==> src/rtl/fft_pkg.sv <==
// Shared types and helpers for the radix-2 DIT FFT core.
package fft_pkg;

    typedef enum logic [1:0] {
        StIdle,
        StRun,
        StDone
    } state_e;

    function automatic int unsigned num_stages(int unsigned n_points);
        return $clog2(n_points);
    endfunction

    function automatic int unsigned stage_width(int unsigned n_points);
        return $clog2($clog2(n_points));
    endfunction

    // Reverses the low 'width' bits of x; used by the frame loader to scatter inputs.
    function automatic logic [31:0] bitrev(logic [31:0] x, int unsigned width);
        logic [31:0] r;
        r = '0;
        for (int i = 0; i < 32; i++) begin
            if (i < width) r[i] = x[width-1-i];
        end
        return r;
    endfunction

endpackage

==> src/rtl/fft_bfly_addr_gen_if.sv <==
// Sequencer-to-datapath bundle: framing, backpressure and per-butterfly addresses.
interface fft_bfly_addr_gen_if #(
    parameter int unsigned N_POINTS = 8
);
    localparam int unsigned L  = $clog2(N_POINTS);
    localparam int unsigned SW = $clog2(L);

    logic          start;
    logic          stall;
    logic          busy;
    logic          addr_vld;
    logic [SW-1:0] stage;
    logic [L-2:0]  bfly;
    logic [L-1:0]  addr_a;
    logic [L-1:0]  addr_b;
    logic [L-2:0]  tw_idx;
    logic          last_bfly;
    logic          done;

    modport master (
        input  start, stall,
        output busy, addr_vld, stage, bfly, addr_a, addr_b, tw_idx, last_bfly, done
    );

    modport slave (
        output start, stall,
        input  busy, addr_vld, stage, bfly, addr_a, addr_b, tw_idx, last_bfly, done
    );

endinterface

==> src/rtl/fft_bfly_addr_calc.sv <==
// Combinational (stage, butterfly) -> (addr_a, addr_b, twiddle index) map.
module fft_bfly_addr_calc #(
    parameter int unsigned N_POINTS = 8,
    localparam int unsigned L  = $clog2(N_POINTS),
    localparam int unsigned SW = $clog2(L)
) (
    input  logic [SW-1:0] stage_i,
    input  logic [L-2:0]  bfly_i,
    output logic [L-1:0]  addr_a_o,
    output logic [L-1:0]  addr_b_o,
    output logic [L-2:0]  tw_idx_o
);

    logic [L-1:0] b_ext;
    logic [L-1:0] span;
    logic [L-1:0] pos;
    logic [L-1:0] grp;
    logic [L-1:0] tw_full;

    always_comb begin
        b_ext    = {1'b0, bfly_i};
        span     = L'(1) << stage_i;
        pos      = b_ext & (span - L'(1));
        grp      = b_ext >> stage_i;
        // Groups are 2^(s+1) apart; the butterfly pair is 2^s apart within a group.
        addr_a_o = (grp << (stage_i + 1)) | pos;
        addr_b_o = addr_a_o + span;
        tw_full  = pos << (L - 1 - stage_i);
        tw_idx_o = tw_full[L-2:0];
    end

endmodule

==> src/rtl/fft_bfly_addr_gen.sv <==
// Butterfly address sequencer: walks all stages/butterflies of one in-place FFT frame.
module fft_bfly_addr_gen
    import fft_pkg::*;
#(
    parameter int unsigned N_POINTS = 8
) (
    input logic                 clk_i,
    input logic                 rst_i,
    fft_bfly_addr_gen_if.master bus_io
);

    localparam int unsigned L  = num_stages(N_POINTS);
    localparam int unsigned SW = stage_width(N_POINTS);
    localparam logic [L-2:0]  BflyMax  = (L-1)'(N_POINTS / 2 - 1);
    localparam logic [SW-1:0] StageMax = SW'(L - 1);

    state_e        state_q, state_d;
    logic [SW-1:0] stage_q, stage_d;
    logic [L-2:0]  bfly_q, bfly_d;
    logic          vld;
    logic [L-1:0]  addr_a_raw;
    logic [L-1:0]  addr_b_raw;
    logic [L-2:0]  tw_idx_raw;

    always_ff @(posedge clk_i) begin
        if (rst_i) begin
            state_q <= StIdle;
            stage_q <= '0;
            bfly_q  <= '0;
        end else begin
            state_q <= state_d;
            stage_q <= stage_d;
            bfly_q  <= bfly_d;
        end
    end

    always_comb begin
        state_d = state_q;
        stage_d = stage_q;
        bfly_d  = bfly_q;
        unique case (state_q)
            StIdle: begin
                if (bus_io.start) begin
                    state_d = StRun;
                    stage_d = '0;
                    bfly_d  = '0;
                end
            end
            StRun: begin
                if (!bus_io.stall) begin
                    if (bfly_q != BflyMax) begin
                        bfly_d = bfly_q + 1'b1;
                    end else if (stage_q != StageMax) begin
                        bfly_d  = '0;
                        stage_d = stage_q + 1'b1;
                    end else begin
                        // Counters are parked at zero so IDLE always reports s=0, b=0.
                        state_d = StDone;
                        bfly_d  = '0;
                        stage_d = '0;
                    end
                end
            end
            StDone:  state_d = StIdle;
            default: state_d = StIdle;
        endcase
    end

    fft_bfly_addr_calc #(
        .N_POINTS(N_POINTS)
    ) u_calc (
        .stage_i (stage_q),
        .bfly_i  (bfly_q),
        .addr_a_o(addr_a_raw),
        .addr_b_o(addr_b_raw),
        .tw_idx_o(tw_idx_raw)
    );

    assign vld              = (state_q == StRun);
    assign bus_io.busy      = vld;
    assign bus_io.addr_vld  = vld;
    assign bus_io.done      = (state_q == StDone);
    assign bus_io.stage     = stage_q;
    assign bus_io.bfly      = bfly_q;
    assign bus_io.addr_a    = vld ? addr_a_raw : '0;
    assign bus_io.addr_b    = vld ? addr_b_raw : '0;
    assign bus_io.tw_idx    = vld ? tw_idx_raw : '0;
    assign bus_io.last_bfly = vld && (bfly_q == BflyMax);

endmodule

==> src/flat_wrapper.sv <==
// flat-port wrapper written by rule: the top's interface ports become plain ports
module fft_bfly_addr_gen_flat import fft_pkg::*;
#(
    parameter int unsigned N_POINTS = 8
)
  (clk_i, rst_i, bus_io_start, bus_io_stall, bus_io_busy, bus_io_addr_vld, bus_io_stage, bus_io_bfly, bus_io_addr_a, bus_io_addr_b, bus_io_tw_idx, bus_io_last_bfly, bus_io_done);
  fft_bfly_addr_gen_if #(.N_POINTS(N_POINTS)) bus_io_i ();
  input logic clk_i;
  input logic rst_i;
  input wire logic [$bits(bus_io_i.start)-1:0] bus_io_start;
  input wire logic [$bits(bus_io_i.stall)-1:0] bus_io_stall;
  output wire logic [$bits(bus_io_i.busy)-1:0] bus_io_busy;
  output wire logic [$bits(bus_io_i.addr_vld)-1:0] bus_io_addr_vld;
  output wire logic [$bits(bus_io_i.stage)-1:0] bus_io_stage;
  output wire logic [$bits(bus_io_i.bfly)-1:0] bus_io_bfly;
  output wire logic [$bits(bus_io_i.addr_a)-1:0] bus_io_addr_a;
  output wire logic [$bits(bus_io_i.addr_b)-1:0] bus_io_addr_b;
  output wire logic [$bits(bus_io_i.tw_idx)-1:0] bus_io_tw_idx;
  output wire logic [$bits(bus_io_i.last_bfly)-1:0] bus_io_last_bfly;
  output wire logic [$bits(bus_io_i.done)-1:0] bus_io_done;
  assign bus_io_i.start = bus_io_start;
  assign bus_io_i.stall = bus_io_stall;
  assign bus_io_busy = bus_io_i.busy;
  assign bus_io_addr_vld = bus_io_i.addr_vld;
  assign bus_io_stage = bus_io_i.stage;
  assign bus_io_bfly = bus_io_i.bfly;
  assign bus_io_addr_a = bus_io_i.addr_a;
  assign bus_io_addr_b = bus_io_i.addr_b;
  assign bus_io_tw_idx = bus_io_i.tw_idx;
  assign bus_io_last_bfly = bus_io_i.last_bfly;
  assign bus_io_done = bus_io_i.done;
  fft_bfly_addr_gen #(.N_POINTS(N_POINTS)) u_core (.clk_i(clk_i), .rst_i(rst_i), .bus_io(bus_io_i));
endmodule
==> config.mk <==
export PLATFORM = sky130hd
export DESIGN_NAME = fft_bfly_addr_gen_flat
export DESIGN_NICKNAME = d
export VERILOG_FILES = /design/src/rtl/fft_pkg.sv /design/src/rtl/fft_bfly_addr_gen_if.sv /design/src/rtl/fft_bfly_addr_calc.sv /design/src/rtl/fft_bfly_addr_gen.sv /design/src/flat_wrapper.sv
export SDC_FILE = /design/constraint.sdc
export NUM_CORES = 1
export LEC_CHECK = 0
export BUFFER_PORTS_ARGS = -buffer_cell sky130_fd_sc_hd__buf_4
export CAP_MARGIN = 10
export CORE_AREA = 2 2 39 41
export CTS_CLUSTER_DIAMETER = 80
export DETAILED_ROUTE_END_ITERATION = 12
export DIE_AREA = 0 0 41 43
export PLACE_DENSITY = 0.7
export SKIP_LAST_GASP = 1
export SYNTH_ARGS = -nofsm -noshare
export SYNTH_HDL_FRONTEND = slang
export SYNTH_SLANG_ARGS = --single-unit
==> constraint.sdc <==
create_clock -name clk_i -period 7.2 [get_ports clk_i]
set_input_delay 1.08 -clock clk_i [delete_from_list [all_inputs] [get_ports clk_i]]
set_output_delay 1.08 -clock clk_i [all_outputs]
set_load 0.01 [all_outputs]
Yosys cells after proc, flatten, opt, wreduce, memory -nomap -nowiden --
Index checks and enable logic that the tools add are counted.
Word-level totals: flip-flop bits (word level) 6, latch bits 0, bits in writable memories 0, memory bits (read-only) 0, input bits 4, output and inout port bits 16, logic and storage cells 46, memories 0
Cells by class: add/subtract/negate cells 6, multipliers 0, divide/modulo/power cells 0, magnitude comparators 0, equality and inequality tests 9, shift-type cells 4, muxes and demuxes 16, bitwise gates (word level) 2, reductions and logical operators 6
Operators by type and width (count):
- << shifter 3 x 32 -> 2 bit | 1
- two-way mux 2 bit | 11
- inequality test 2 bit, second input constant | 6
- one-hot mux 2 bit (2 select lines) | 3
- AND reduction 4 bit | 2
- two-way mux 3 bit | 2
- adder 2 x 1 -> 2 bit, second input constant | 2
- == test 2 bit, second input constant | 2
- adder 2 x 1 -> 3 bit, second input constant | 1
- adder 3 bit | 1
- AND 2 x 3 -> 3 bit | 1
- OR 3 bit | 1
- AND reduction 3 bit | 1
- << shifter 1 x 2 -> 3 bit, first input constant | 1
- << shifter 3 x 3 -> 3 bit | 1
- >> shifter 2 x 2 -> 3 bit | 1
- subtractor 2 x 2 -> 3 bit, first input constant | 1
- subtractor 3 x 1 -> 3 bit, second input constant | 1
- == test 2 x 1 -> 1 bit, second input constant | 1
- zero test 2 bit | 1
- nonzero test 2 bit | 1
- logical AND 1 bit | 1

Longest topological paths before layout --
depth in word-level cells 6, depth in mapped cells 7, mapped depth without buffers 7

Cells and area by module --
A second synthesis with hierarchy kept.
Unflattened totals: cells, all modules 71, area, all modules 629.4 sq um
Modules (own cells, without submodules):
- fft_bfly_addr_gen | instances 1, cells each 44, area an instance 406.6 sq um, seq. area each 120.1 sq um
- fft_bfly_addr_calc | instances 1, cells each 27, area an instance 222.7 sq um, seq. area each 0.0 sq um

Least setup slack after synthesis --
OpenSTA, ideal clock, no wires.
kind reg2out, from register u_core.stage_q[0], in the netlist u_core.bus_io.stage[0], to output bus_io_addr_b[1], arrival time 2.231 ns, data required time 6.120 ns, path slack 3.889 ns, stages on the path, launching flop included 7, buffers on the path 0, cell sequence dfxtp_1 -> inv_1 -> ha_1 -> or4b_4 -> or3_1 -> a21o_1 -> a21oi_2
On the way: cells in the longest elaborated chain, start to end 6, elaborated cells on any way between the ends 9, classes of those cells add/sub: 3; shift: 3; mux: 1; bitwise: 2
Ends and longest elaborated chain:
- from (decl) | RTL line fft_bfly_addr_gen.sv:18 | logic [SW-1:0] stage_q, stage_d;
- from (signal assigned) | RTL line fft_bfly_addr_gen.sv:32 | stage_q <= stage_d;
- << shifter 1 x 2 -> 3 bit | RTL line fft_bfly_addr_calc.sv:22 | span = L'(1) << stage_i;
- subtractor 3 x 1 -> 3 bit | RTL line fft_bfly_addr_calc.sv:23 | pos = b_ext & (span - L'(1));
- AND 2 x 3 -> 3 bit | RTL line fft_bfly_addr_calc.sv:23
- OR 3 bit | RTL line fft_bfly_addr_calc.sv:26 | addr_a_o = (grp << (stage_i + 1)) | pos;
- adder 3 bit (*) | RTL line fft_bfly_addr_calc.sv:27 | addr_b_o = addr_a_o + span;
- two-way mux 3 bit (*) | RTL line fft_bfly_addr_gen.sv:86 | assign bus_io.addr_b = vld ? addr_b_raw : '0;
- to (decl) | RTL line flat_wrapper.sv:17 | output wire logic [$bits(bus_io_i.addr_b)-1:0] bus_io_addr_b;
Mark *: on every way between the ends. The rest lies on a longest branch, timed or not.

Worst setup path in the final report --
Ends and elaborated chain as after synthesis.

==> metrics <==
status finished, final reports clean; RSZ-0062 raised after global routing no; clock sink total 6; post-synthesis sequential area ratio 21.6%; Synth area leaders dfxtp_1, ha_1, nand2_1; core area 0.00138 mm²; # rows 14; measured slew at the worst slew-check pin 385 ps; highest clock rate 267 MHz; max cap viols 0; fin util 52.6%; Placer Congestion 0.792; Yosys reg bits 6; async set-reset flop share out of synthesis 0%; Pwr Density 111 mW/mm²; Placed Cells 102; critical path cell sequence inv_1, ha_1, or4b_4, or3_1, a21o_1, a21oi_2, buf_4; cells after synthesis 69; post-synth top area cell dfxtp_1; largest net degree at the start of global routing 12; Root Buffer Master clkbuf_4; grt total ovfl 0; Main synth FF type dfxtp_1; Worst R2R Setup Slack 5590 ps; final setup fails 0; most frequent cell after synthesis ha_1; vias in the first global route 471; CTS buffer count 3; Total Routing Usage GR 17.3%; routed via count 543; crit path time final 3750 ps; max incr delay on CP 550 ps; hold buffer count at CTS 0; maximum clock path buffer count 2; area of the die 0.00176 mm²; Critical R2R Launch u_core.state_q[0]$_SDFFE_PP0P_; # IOs 20; GRT met1 Usage 23.5%; Crit Path Category flip-flop to output pin; Post-Synthesis Cell Area 556 µm²; Peak VDD IR 0.0000886 V; drt pass-1 iters 3; DIE HEIGHT 43 µm; Post-synth top cells ha_1, nand2_1, dfxtp_1, inv_1, nor2_1; Slew Limit Fails 0; H-tree lvl count 1; layout cells sized above 1 29.2%; DP HPWL 935 µm; final wirelength 1220 µm; kind of end point of the critical path output pin; Post-synth EDFFs 0; DRC 0; met3 Use GR 6.81%; antenna fix cells 0; Synth top area share 21.6%; Top delay family on crit path simple AND/OR/NAND/NOR gates; Starting Density 40.1%; syn_area_per_cell 8.05 µm²; min-delay worst type flip-flop to flip-flop; first-pass GRT wire length 2080 µm; distinct cell type count after synthesis 30; Die W 41 µm; initial antenna violation count 0; Pleak 0.347 nW; slowest cell on the critical path dfxtp_1; PortBufs 19; post_cts resized 0; YS warnings 0; final hold violations 0; Final period util 52.1%; Crit Path Max Fanout 11; GR peak layer met1; Post-CTS Setup Inserts 0; Arr. time, crit path 2670 ps; crit path launch u_core.bus_io.stage[0]$_SDFFE_PP0P_; Slew HR 74.3%; worst path bufs/invs 2; Nets 103; Final TNS setup 0 ps; Antenna Nets Post-Route 0; min-delay src u_core.state_q[1]$_SDFFE_PP0P_; insertion delay of the later-clocked pin in the worst-skew pair 240 ps; DRT iter0 DRCs 7; clock transition at the registers of the reported paths 50 ps; nature of the critical path startpoint flip-flop; P&R area growth vs syn 31.1%; post-synthesis net count 81; worst endpoint required time 6120 ps; Vias/cell 5.17; CTS tree yes; met2 Usage GRT 23.1%; WL/cell 11.6 µm; Final Skew 0.601 ps; non-filler instance count after layout 105
through the flow:
| stage | hold slack [ps] | power, W | setup slack (ps) | area, µm² |
|---|---|---|---|---|
| floorplan | 512 | 0.0000446 | 3890 | 556 |
| global placement | 540 | 0.0000499 | 3800 | 706 |
| detailed placement | 548 | 0.0000501 | 3740 | 706 |
| CTS | 555 | 0.0000822 | 3470 | 728 |
| global route | 574 | 0.0000868 | 3290 | 728 |
| finish | 551 | 0.0000807 | 3450 | 728 |
power breakdown:
group          leakage [nW]  switching, W  total (W)  internal [W]
logic                 0.284    0.00000653  0.0000137    0.00000716
clock network        0.0138     0.0000124  0.0000312     0.0000189
registers            0.0488    0.00000153  0.0000357     0.0000342
total                 0.347     0.0000204  0.0000807     0.0000602
placed cells by master (no fill, tap or decap), drive strengths merged:
cell	netlist	routed
buf	2	19
ha	8	8
nand2	7	7
dfxtp	6	6
inv	5	5
nor2	5	5
a21oi	5	5
and2	4	4
nor2b	3	3
nor3b	3	3
clkbuf	0	3
o22ai	2	2
nor4	2	2
mux2i	2	2
a22o	2	2
a41o	1	1
or4b	1	1
nand2b	1	1
xnor2	1	1
or3	1	1
nand3	1	1
a21o	1	1
and4	1	1
xor2	1	1
o21ai	1	1
and3	1	1
o21bai	1	1
nor3	1	1
registers in the layout, summed over array words and instances, names as in the netlist:
register	count
u_core.state_q	2
u_core.bus_io.bfly	2
u_core.bus_io.stage	2
layout make-up:
class	instances	area (µm²)
sequential	6	120
clock buffer	3	22.5
tap	16	20.0
timing repair buffer	19	143
inverter	5	18.8
multi-input combinational	56	404
fill	140	656
kinds of logic (layout without fill, tap and decap cells):
logic type	after synthesis	in the layout	share of synthesized area, %
compound gates	13	13	16.4
xor+xnor	2	2	3.15
flops	6	6	21.6
mux	2	2	3.60
buf+inv	7	27	5.63
simple gates	31	31	31.5
fa+ha+maj	8	8	18.0
metal layers:
metal | vias up | wire length (µm) | share of wire, %
met3 | 2 | 65 | 5.3
li1 | 281 | - | -
met4 | 0 | 14 | 1.2
met1 | 246 | 580 | 48
met5 | - | 0 | 0
met2 | 14 | 555 | 46
path summary, 6_finish.rpt:
| kind | to | cells after the start |
|---|---|---|
| setup / recovery | bus_io_addr_b[1] | 7 |
| hold reg to reg | u_core.state_q[0]$_SDFFE_PP0P_ | 2 |
| hold / removal | u_core.state_q[0]$_SDFFE_PP0P_ | 2 |
| setup reg to reg | u_core.bus_io.stage[0]$_SDFFE_PP0P_ | 5 |
worst min-delay path: cells and delay by family (launching register included):
kind	cells	cell delay (ps)
flip-flops	1	320
AO/OA/AOI/OAI	1	130
AND/OR/NAND/NOR	1	50
No activity file was read; power rests on OpenSTA's default activity.
